<file path="src/rtl/if_id_reg.sv">
// IF/ID pipeline register: two-entry skid buffer between fetch and decode, with field decode.
// Optional build macro IFID_STALL_CNT_EN adds a saturating decode-stall counter output.

module if_id_reg #(
  parameter logic [31:0] NOP_INST = 32'h0000_0000
) (
  input  logic        clk,
  input  logic        rst_n,
  input  logic        in_valid,
  output logic        in_ready,
  input  logic [31:0] in_pc,
  input  logic [31:0] in_inst,
  input  logic        flush,
  output logic        out_valid,
  input  logic        out_ready,
  output logic [31:0] out_pc,
  output logic [31:0] out_inst,
  output logic [5:0]  opcode,
  output logic [4:0]  rs,
  output logic [4:0]  rt,
  output logic [4:0]  rd,
  output logic [4:0]  shamt,
  output logic [5:0]  funct,
  output logic [15:0] imm_16,
`ifdef IFID_STALL_CNT_EN
  output logic [15:0] stall_cnt,
`endif
  output logic        zext_sel
);

  logic        main_valid_q, main_valid_d;
  logic [31:0] main_pc_q, main_pc_d;
  logic [31:0] main_inst_q, main_inst_d;
  logic        skid_valid_q, skid_valid_d;
  logic [31:0] skid_pc_q, skid_pc_d;
  logic [31:0] skid_inst_q, skid_inst_d;

  logic accept;
  logic consume;

  // in_ready is the registered "skid empty" flag, so it never sees out_ready combinationally.
  assign in_ready = ~skid_valid_q;
  assign accept   = in_valid & in_ready & ~flush;
  assign consume  = main_valid_q & out_ready;

  always_comb begin
    main_valid_d = main_valid_q;
    main_pc_d    = main_pc_q;
    main_inst_d  = main_inst_q;
    skid_valid_d = skid_valid_q;
    skid_pc_d    = skid_pc_q;
    skid_inst_d  = skid_inst_q;

    if (flush) begin
      main_valid_d = 1'b0;
      skid_valid_d = 1'b0;
    end else if (consume) begin
      if (skid_valid_q) begin
        // Skid is older than anything offered; a full skid also blocks acceptance.
        main_pc_d    = skid_pc_q;
        main_inst_d  = skid_inst_q;
        skid_valid_d = 1'b0;
      end else if (accept) begin
        main_pc_d   = in_pc;
        main_inst_d = in_inst;
      end else begin
        main_valid_d = 1'b0;
      end
    end else if (main_valid_q) begin
      if (accept) begin
        skid_valid_d = 1'b1;
        skid_pc_d    = in_pc;
        skid_inst_d  = in_inst;
      end
    end else if (accept) begin
      main_valid_d = 1'b1;
      main_pc_d    = in_pc;
      main_inst_d  = in_inst;
    end
  end

  always_ff @(posedge clk or negedge rst_n) begin
    if (!rst_n) begin
      main_valid_q <= 1'b0;
      main_pc_q    <= 32'h0;
      main_inst_q  <= 32'h0;
      skid_valid_q <= 1'b0;
      skid_pc_q    <= 32'h0;
      skid_inst_q  <= 32'h0;
    end else begin
      main_valid_q <= main_valid_d;
      main_pc_q    <= main_pc_d;
      main_inst_q  <= main_inst_d;
      skid_valid_q <= skid_valid_d;
      skid_pc_q    <= skid_pc_d;
      skid_inst_q  <= skid_inst_d;
    end
  end

  always_comb begin
    out_valid = main_valid_q;
    out_pc    = main_valid_q ? main_pc_q : 32'h0;
    out_inst  = main_valid_q ? main_inst_q : NOP_INST;
  end

  always_comb begin
    opcode   = out_inst[31:26];
    rs       = out_inst[25:21];
    rt       = out_inst[20:16];
    rd       = out_inst[15:11];
    shamt    = out_inst[10:6];
    funct    = out_inst[5:0];
    imm_16   = out_inst[15:0];
    // andi / ori / xori take a zero-extended immediate
    zext_sel = (opcode == 6'h0C) || (opcode == 6'h0D) || (opcode == 6'h0E);
  end

`ifdef IFID_STALL_CNT_EN
  logic [15:0] stall_cnt_q, stall_cnt_d;

  always_comb begin
    stall_cnt_d = stall_cnt_q;
    if (main_valid_q && !out_ready && (stall_cnt_q != 16'hFFFF)) begin
      stall_cnt_d = stall_cnt_q + 16'd1;
    end
  end

  always_ff @(posedge clk or negedge rst_n) begin
    if (!rst_n) begin
      stall_cnt_q <= 16'h0;
    end else begin
      stall_cnt_q <= stall_cnt_d;
    end
  end

  assign stall_cnt = stall_cnt_q;
`endif

endmodule

</file>
<file path="config.mk">
export PLATFORM = sky130hd
export DESIGN_NAME = if_id_reg
export DESIGN_NICKNAME = d
export VERILOG_FILES = /design/src/rtl/if_id_reg.sv
export SDC_FILE = /design/constraint.sdc
export NUM_CORES = 1
export LEC_CHECK = 0
export ABC_AREA = 1
export CAP_MARGIN = 20
export CORE_AREA = 2 2 147 177
export DETAILED_ROUTE_END_ITERATION = 7
export DIE_AREA = 0 0 149 179
export GPL_ROUTABILITY_DRIVEN = 0
export GPL_TIMING_DRIVEN = 0
export SLEW_MARGIN = 40
export SYNTH_ARGS = -nofsm -noshare
export SYNTH_HDL_FRONTEND = slang
export SYNTH_SLANG_ARGS = --single-unit
</file>
<file path="constraint.sdc">
create_clock -name clk -period 2.6 [get_ports clk]
set_input_delay 0.26 -clock clk [delete_from_list [all_inputs] [get_ports clk]]
set_output_delay 0.26 -clock clk [all_outputs]
set_load 0.02 [all_outputs]
</file>
==> impl_summary.log <==
[metrics] count of cells along the worst register-to-register path: 7
[metrics] setup repair after global routing missed its margin: no
[metrics] Max FO, Critical Path: 10
[metrics] synthesis-stage register bit count: 130
[metrics] clock tree root driver cell: sky130_fd_sc_hd__clkbuf_16
[metrics] width of the die: 149 um
[metrics] worst vdd rail ir drop: 0.456 mV
[metrics] CORE AREA: 25100 um^2
[metrics] maximum number of pins on one net before global-route repair: 61
[metrics] crit path time final: 2.45 ns
[metrics] Peak Freq: 408 MHz
[metrics] post-synth design cell area: 7870 um^2
[metrics] Final Cycle Share: 94.2%
[metrics] y dimension of the die: 179 um
[metrics] Crit Reg-Reg Startpoint: out_valid
[metrics] share of Yosys cell area claimed by the top area cell type: 41.4%
[metrics] Worst Skew: 0.00640 ns
[metrics] Overflow after GRT: 0
[metrics] Detailed Route WL: 21200 um
[metrics] I/O Pins: 184
[metrics] DPL Wire Length: 15100 um
[metrics] via count of the first global-routing pass: 6971
[metrics] total leakage power: 0.00637 uW
[metrics] critical path data arrival time: 2.19 ns
[metrics] share of flip-flops with an asynchronous set or reset after synthesis: 100%
[metrics] Crit path largest cell delay: 0.59 ns
[metrics] number of clock buffers inserted by TritonCTS: 17
[metrics] antenna viol nets, final: 0
[metrics] synthesized netlist net count: 1289
[metrics] area of all placed cells without fillers: 10700 um^2
[metrics] via/cell ratio: 4.08
[metrics] mean post-synth cell area: 6.45 um^2
[metrics] CP Depth: 6
[metrics] average wire per cell in the routed design: 12.0 um
[metrics] endpoint class of the critical path: output pin
[metrics] largest cells by area after synthesis: sky130_fd_sc_hd__dfrtp_1, sky130_fd_sc_hd__nand2_1, sky130_fd_sc_hd__inv_1
[metrics] Tot GR Track Use: 16.6%
[metrics] count of unresolved DRC violations after routing: 0
[metrics] Via Count: 7217
[metrics] filler cell count: 2711
[metrics] worst-path cell chain: clkbuf_8 -> clkbuf_4 -> nand2_1 -> inv_1 -> buf_4 -> clkdlybuf4s50_1
[metrics] Post-synth EDFFs: 0
[metrics] main flop type after synthesis: sky130_fd_sc_hd__dfrtp_1
[metrics] row count: 64
[metrics] Final Power: 6750 uW
[metrics] Final Setup Violations: 0
[metrics] min-delay worst type: in -> async
[metrics] Cell variety after synth: 17
[metrics] Worst-Margin Slew: 0.560 ns
[metrics] Die Area: 26700 um^2
[metrics] launching element of the worst setup path: out_valid
[metrics] Maximum Capacitance Violations: 0
[metrics] category of the most critical setup path: reg -> out
[metrics] run status: finished, final reports clean
[metrics] Clock Latency Late Sink: 0.42 ns
[metrics] Final Max Slew Viols: 0
[metrics] detailed-router iteration count before antenna repair: 5
[metrics] cell with the biggest individual delay on the critical path: sky130_fd_sc_hd__clkdlybuf4s50_1
[metrics] global-route wire length before repair: 34800 um
[metrics] largest area contributor in the synthesized netlist: sky130_fd_sc_hd__dfrtp_1
[metrics] CTS tree: yes
[metrics] initial antenna violation count: 0
[metrics] post-CTS clock slew at the launch and capture registers of the worst setup and hold paths: 0.06 ns
[metrics] area delta synth->final: 36.5%
[metrics] number of DRC markers after the initial detailed-route iteration: 319
[metrics] Clock Sinks: 130
[metrics] Critical Path Source Type: flop
[metrics] Commonest cells post-synth: sky130_fd_sc_hd__nand2_1, sky130_fd_sc_hd__inv_1, sky130_fd_sc_hd__nor2_1, sky130_fd_sc_hd__dfrtp_1, sky130_fd_sc_hd__nand3_1
[metrics] sequential element share of the synthesized area: 41.4%
[metrics] count of warnings emitted by yosys: 0
[metrics] starting density of the core: 31.3%
[metrics] worst slew slack as a fraction of its limit: 62.7%
[metrics] Data required, critical path: 2.34 ns
[metrics] power density cells: 628 nW/um^2
[metrics] most frequent cell after synthesis: sky130_fd_sc_hd__nand2_1
[metrics] IO Port Bufs: 183
[metrics] fraction of layout instances using a drive strength above 1: 9.95%
[metrics] final hold violations: 0
[metrics] number of nets in the finished design: 1494
[metrics] Bufs and invs on worst path: 5
[metrics] H-tree levels: 4
[metrics] Syn Inst Count: 1220
[metrics] setup total negative slack: 0 ns
[metrics] Cell Area, Placed: 10200 um^2
[metrics] kind of cell with the highest combined delay on the critical path: buffers and inverters
[metrics] antenna diode count: 0
[metrics] Bufs on Longest Clock Path: 2
[what timing repair did]
item | CTS | global route
buffers inserted | 0 | 0
hold buffers | 1 | 0
gates resized for setup | 5 | 2
setup endpoints to repair | 110 | 9
hold endpoints to repair | 87 | 0
[report_power, final]
group	switching (uW)	total, uW	leakage (uW)	internal [uW]
sequential	208	2640	0.00148	2430
clock	908	2220	0.000261	1310
combinational	1010	1890	0.00463	881
total	2130	6750	0.00637	4620
[final timing paths]
check,endpoint,slack [ns]
hold / removal,skid_inst_q[20],0.28
max in group asynchronous,skid_pc_q[24],1.73
setup / recovery,out_inst[31],0.15
hold reg to reg,skid_pc_q[30],0.49
setup reg to reg,main_pc_q[27],1.03
min in group clk,skid_pc_q[6],0.40
[stage by stage]
stage / hold WS, ns / setup slack, ns / util [%] / cells
4_1_cts: 0.268 / 0.0530 / 42.7 / 1767
3_3_place_gp: 0.471 / -4.38 / 40.2 / 1733
6_report: 0.276 / 0.152 / 42.7 / 1767
3_5_place_dp: 0.120 / -0.123 / 40.5 / 1735
5_1_grt: 0.285 / 0.0256 / 42.7 / 1767
2_1_floorplan: -0.0356 / 0.940 / - / 1220
[logic make-up after synthesis]
family	after synthesis	synth area share, %
AO/OA/AOI/OAI	66	4.34
buffers and inverters	433	24.9
flip-flops	130	41.4
AND/OR/NAND/NOR	591	29.4
[cell type report]
cell class                      instances  area (um^2)  share of cell area, %
Sequential cell                       130         3250                   30.3
Timing Repair Buffer                  186         1900                   17.7
Tap cell                              330          413                   3.84
Inverter                              324         1220                   11.3
Clock inverter                          8         55.1                  0.513
Buffer                                109          758                   7.06
Multi-Input combinational cell        657         2650                   24.7
Clock buffer                           23          488                   4.54
[cells in the final DEF, fill, tap and decap left out, types with 3 or more instances in the layout]
master | synthesis | final
sky130_fd_sc_hd__o21ai_1 | 64 | 64
sky130_fd_sc_hd__nand2_1 | 388 | 388
sky130_fd_sc_hd__clkdlybuf4s50_1 | 0 | 181
sky130_fd_sc_hd__nand3_1 | 67 | 67
sky130_fd_sc_hd__buf_6 | 6 | 6
sky130_fd_sc_hd__buf_2 | 33 | 31
sky130_fd_sc_hd__clkinvlp_4 | 0 | 3
sky130_fd_sc_hd__nor2_1 | 131 | 131
sky130_fd_sc_hd__dfrtp_1 | 130 | 129
sky130_fd_sc_hd__clkinv_2 | 0 | 3
sky130_fd_sc_hd__clkbuf_16 | 0 | 17
sky130_fd_sc_hd__buf_4 | 66 | 66
sky130_fd_sc_hd__inv_1 | 323 | 323
sky130_fd_sc_hd__clkbuf_8 | 0 | 5
sky130_fd_sc_hd__clkbuf_1 | 4 | 5
[metal layers]
layer	track usage, %	vias up	part of all wire, %
li1	-	3811	-
met1	21.1	3210	45
met2	28.5	171	49
met3	3.10	25	4.7
met4	5.24	0	1.5
met5	0	-	0
[sequential cells by signal (all words and copies together) (netlist names)]
name	cells
out_valid	1
main_pc_q	32
skid_valid_q	1
skid_inst_q	32
skid_pc_q	32
main_inst_q	32
(Power assumes the default switching activity.)
